--- config.mk ---
export PLATFORM = sky130hd
export DESIGN_NAME = instr_fetch_unit
export DESIGN_NICKNAME = d
export VERILOG_FILES = /design/src/rtl/instr_fetch_unit.sv
export SDC_FILE = /design/constraint.sdc
export NUM_CORES = 1
export LEC_CHECK = 0
export BUFFER_PORTS_ARGS = -buffer_cell sky130_fd_sc_hd__clkbuf_2
export CORE_UTILIZATION = 44
export CTS_CLUSTER_SIZE = 16
export DETAILED_ROUTE_END_ITERATION = 7
export GPL_TIMING_DRIVEN = 0
export PLACE_DENSITY = 0.69
export SETUP_SLACK_MARGIN = 0.05
export SYNTH_ARGS = -nofsm -noshare
export SYNTH_HDL_FRONTEND = slang
export SYNTH_SLANG_ARGS = --single-unit
--- constraint.sdc ---
create_clock -name clk -period 3.2 [get_ports clk]
set_clock_uncertainty 0.2 [all_clocks]
set_input_delay 0.48 -clock clk [delete_from_list [all_inputs] [get_ports clk]]
set_output_delay 0.48 -clock clk [all_outputs]
set_load 0.05 [all_outputs]
--- src/rtl/instr_fetch_unit.sv ---
// Instruction fetch: PC, credit-limited imem req/gnt/rvalid reads, in-order buffer to decode.
// Latency rvalid -> instr_valid one cycle; requests stop when buffered+outstanding words fill FIFO_DEPTH.
`timescale 1ns/1ps
module instr_fetch_unit #(
    parameter logic [31:0] RESET_PC   = 32'h0000_0000,
    parameter int          FIFO_DEPTH = 2
) (
    input  logic        clk,
    input  logic        rst_n,
    output logic        imem_req,
    output logic [31:0] imem_addr,
    input  logic        imem_gnt,
    input  logic        imem_rvalid,
    input  logic [31:0] imem_rdata,
    input  logic        redirect_valid,
    input  logic [31:0] redirect_pc,
    output logic        instr_valid,
    input  logic        instr_ready,
    output logic [31:0] instr,
    output logic [31:0] instr_pc
);
    localparam int PW = $clog2(FIFO_DEPTH);
    localparam int CW = PW + 1;

    logic [31:0]   fetch_pc;
    logic [31:0]   resp_pc;
    logic [CW-1:0] outstanding;
    logic [CW-1:0] drop_cnt;
    logic [CW-1:0] fifo_cnt;
    logic [PW-1:0] wr_ptr;
    logic [PW-1:0] rd_ptr;
    logic [31:0]   fifo_instr [FIFO_DEPTH];
    logic [31:0]   fifo_pc    [FIFO_DEPTH];
    logic          run;

    logic [CW:0]   credit_used;
    logic          req_gnt_vld;
    logic          rsp_vld;
    logic          push_vld;
    logic          pop_vld;
    logic [CW-1:0] outstanding_nxt;
    logic          unused_redirect_lsb;

    assign unused_redirect_lsb = ^redirect_pc[1:0];

    // Outstanding words count against the buffer even if they will be dropped.
    assign credit_used = {1'b0, fifo_cnt} + {1'b0, outstanding};
    assign imem_req    = run && !redirect_valid && (credit_used < (CW+1)'(FIFO_DEPTH));
    assign imem_addr   = fetch_pc;

    assign req_gnt_vld     = imem_req && imem_gnt;
    assign rsp_vld         = imem_rvalid && (outstanding != '0);
    assign push_vld        = rsp_vld && (drop_cnt == '0) && !redirect_valid;
    assign pop_vld         = instr_valid && instr_ready && !redirect_valid;
    assign outstanding_nxt = outstanding + CW'(req_gnt_vld) - CW'(rsp_vld);

    assign instr_valid = (fifo_cnt != '0);
    assign instr       = fifo_instr[rd_ptr];
    assign instr_pc    = fifo_pc[rd_ptr];

    always_ff @(posedge clk or negedge rst_n) begin
        if (!rst_n) begin
            run         <= 1'b0;
            fetch_pc    <= RESET_PC;
            resp_pc     <= RESET_PC;
            outstanding <= '0;
            drop_cnt    <= '0;
            fifo_cnt    <= '0;
            wr_ptr      <= '0;
            rd_ptr      <= '0;
            for (int i = 0; i < FIFO_DEPTH; i++) begin
                fifo_instr[i] <= '0;
                fifo_pc[i]    <= '0;
            end
        end else begin
            run         <= 1'b1;
            outstanding <= outstanding_nxt;
            if (redirect_valid) begin
                // Everything still in flight after this cycle belongs to the old path.
                fetch_pc <= {redirect_pc[31:2], 2'b00};
                resp_pc  <= {redirect_pc[31:2], 2'b00};
                drop_cnt <= outstanding_nxt;
                fifo_cnt <= '0;
                wr_ptr   <= '0;
                rd_ptr   <= '0;
            end else begin
                if (req_gnt_vld) begin
                    fetch_pc <= fetch_pc + 32'd4;
                end
                if (rsp_vld && (drop_cnt != '0)) begin
                    drop_cnt <= drop_cnt - 1'b1;
                end
                if (push_vld) begin
                    fifo_instr[wr_ptr] <= imem_rdata;
                    fifo_pc[wr_ptr]    <= resp_pc;
                    wr_ptr             <= wr_ptr + 1'b1;
                    resp_pc            <= resp_pc + 32'd4;
                end
                if (pop_vld) begin
                    rd_ptr <= rd_ptr + 1'b1;
                end
                fifo_cnt <= fifo_cnt + CW'(push_vld) - CW'(pop_vld);
            end
        end
    end
endmodule

==> results_dict.tcl <==
set metrics [dict create \
    outcome "completed" \
    start_util 0.4510 \
    fin_crit_sh 0.9829 \
    design_area_sq_um 11030 \
    slew_headroom 0.4044 \
    r2r-end "drop_cnt[1]$_DFFE_PN0P_" \
    synth_area_leader_cell "dfrtp_1" \
    critPathCapture "drop_cnt[1]$_DFFE_PN0P_" \
    min_period_ns 3.145 \
    die_w_um 146.5 \
    synthCells 755 \
    yosysTopAreaCellShare 0.5258 \
    r2r-start "fifo_cnt[0]$_DFF_PN0_" \
    seq_area_sq_um 4830 \
    synth_most_common_cell "mux2_2" \
    rows 52 \
    cts_tree "built" \
    fillerInstances 1775 \
    track_usage 0.2123 \
    dr.pass1.iters 5 \
    dpl.hpwl_um 16040 \
    multi_input_area_sq_um 4175 \
    postRouteAntennaNets 0 \
    ys_warn_count 0 \
    design.die.area_sq_um 21460 \
    drv_slew 0 \
    place_inst 1190 \
    area_delta_synth_final_pct 20.11 \
    clock-root-buffer "clkbuf_16" \
    drt_iter0_drc 333 \
    diodes 0 \
    path_clk_slew_ns 0.07 \
    avgViaCountPerCell 5.423 \
    critPathMaxFanout 4 \
    crit_required_ns 3.35 \
    timing.fmax_mhz 317.9 \
    clock_sinks 193 \
    place_area_sq_um 10380 \
    syn_area_sq_um 9185 \
    p_leak_uw 0.004976 \
    wl_per_cell_um 17.96 \
    hold_viol_final 0 \
    start_kind "flip-flop" \
    grt_max_degree 111 \
    synth_top_cells_by_count "198 x mux2_2, 193 x dfrtp_1, 56 x nand2_1" \
    vias 6654 \
    pin_count 168 \
    final_core_util 0.5417 \
    synth_top_flop_cell "dfrtp_1" \
    place_congestion 0.8412 \
    setup_viol 0 \
    worst_pin_slew_ns 0.8852 \
    fin_tns_setup_ns 0 \
    hold_class "input port to flip-flop" \
    critPathKind "flip-flop to flip-flop" \
    final_cells 1227 \
    htreeDepth 4 \
    clkLatencyLatePin_ns 0.43 \
    clockBufferDepth 2 \
    drive_gt1_frac 0.4368 \
    avgSynthCellArea_sq_um 12.17 \
    synth.distinct_cells 43 \
    async_flop_share 1.000 \
    synth.area.top_cells "dfrtp_1 53%, mux2_2 24%, xnor2_1 2.5%" \
    cts_buffers 17 \
    rsz0062_at_grt "true" \
    cp.arrival_ns 3.30 \
    peakVddDrop_mv 0.5627 \
    fp.dieH_um 146.5 \
    preCtsSetupSlack_ns -0.2647 \
    cp-startpoint "fifo_cnt[0]$_DFF_PN0_" \
    drv_cap 0 \
    seq_area_frac_synth 0.5258 \
    final_nets 1022 \
    grt_pass1_wl_um 35610 \
    antenna_found_initial 0 \
    wl_um 22040 \
    end_kind "flip-flop" \
    portBuffers 161 \
    ys_ff_latch 193 \
    rrSetupSlack_ns 0.05 \
    fin_ws_ns 0.05476 \
    grt_overflow_total 0 \
    core_area_sq_um 20360 \
    power.density_nw_per_um2 942.4 \
    synth_edf_count 0 \
    first_global_vias 6612 \
    reg2regPathDepth 12 \
    post-route-drc-count 0 \
]
[worst min path at each step]
stage                     cells past startpoint  slack [ns]                       start                         end
after floorplan                               0       -0.02                       rst_n     drop_cnt[0]$_DFFE_PN0P_
after global placement                        1        0.28  fifo_instr[22]$_DFFE_PN0P_  fifo_instr[22]$_DFFE_PN0P_
after detailed placement                      1        0.29   fifo_instr[3]$_DFFE_PN0P_   fifo_instr[3]$_DFFE_PN0P_
after CTS                                     2        0.07               imem_rdata[3]   fifo_instr[3]$_DFFE_PN0P_
after global routing                          2        0.07              imem_rdata[13]  fifo_instr[13]$_DFFE_PN0P_
final                                         2        0.09               imem_rdata[3]  fifo_instr[35]$_DFFE_PN0P_
[layout by cell type (no fill, tap or decap), types with 8 or more instances in the layout]
cell type  instances
xor2_1            19
xnor2_1           26
clkbuf_2         163
o211ai_1           9
buf_4             10
o21ai_0           24
and3_1             8
mux2_2           198
nand2_1           56
a21oi_1           12
nor2_1            30
nand4_1           20
nor3_1             9
clkbuf_16         17
nand3_1           27
dfrtp_1          193
inv_1             13
o311ai_0           9
clkbuf_1          25
[final cells by class]
type,count,area share
Clock inverter,14,0.01327
Buffer,38,0.01497
Multi-Input combinational cell,512,0.3785
Inverter,14,0.005104
Sequential cell,193,0.4378
Tap cell,270,0.03062
Timing Repair Buffer,168,0.08087
Clock buffer,18,0.03890
[metal layers]
layer  vias up  global-route usage  wire length (um)
met3        18             0.05063              1352
met5         -                   0                 0
met4         0             0.04792               193
met1      3311              0.2925             10080
li1       3088                   -                 -
met2       237              0.3398             10420
[stage by stage]
stage	power, uW	hold slack (ns)
after floorplan	7315	-0.01559
after detailed placement	8336	0.2903
final	10400	0.09224
after global routing	10950	0.07144
after CTS	10470	0.07398
after global placement	8221	0.2829
[state kept, by name, indices dropped and copies added, names as in the netlist]
| name | flops |
|---|---|
| wr_ptr | 1 |
| fifo_instr | 64 |
| fifo_cnt | 2 |
| run | 1 |
| imem_addr | 30 |
| drop_cnt | 2 |
| rd_ptr | 1 |
| fifo_pc | 60 |
| resp_pc | 30 |
| outstanding | 2 |
[critical path, cell delays in order, from the launching register on]
cell        delay (ns)
dfrtp_1           0.40
and2_4            0.15
fa_1              0.45
or4b_4            0.60
nor2_4            0.14
clkinvlp_4        0.15
ha_4              0.28
inv_1             0.03
ha_2              0.16
xnor2_1           0.17
xnor2_1           0.16
nand2_1           0.07
o21ai_1           0.10
[what timing repair did]
item                                    CTS  global route
hold buffers                              1             0
buffers inserted                          3             2
hold endpoints to repair                 83             0
endpoints found under the setup margin    6            17
pin swaps                                 2             6
resized for setup                         1            13
[where the power goes]
group          internal (uW)  switching [uW]
Combinational           1590            2910
Clock                   1100             991
Sequential              3290             507
[cells by family after synthesis]
kind of cell,count (synthesis),synth area share
AOI/OAI and AO/OA,66,0.04482
xor gates and xnor gates,45,0.04291
adders and majority gates,8,0.01171
buffers and inverters,53,0.02357
DFF,193,0.5258
muxes,201,0.2460
other,2,0.0008176
and+or+nand+nor,187,0.1043
No activity file was read; power rests on OpenSTA's default activity.
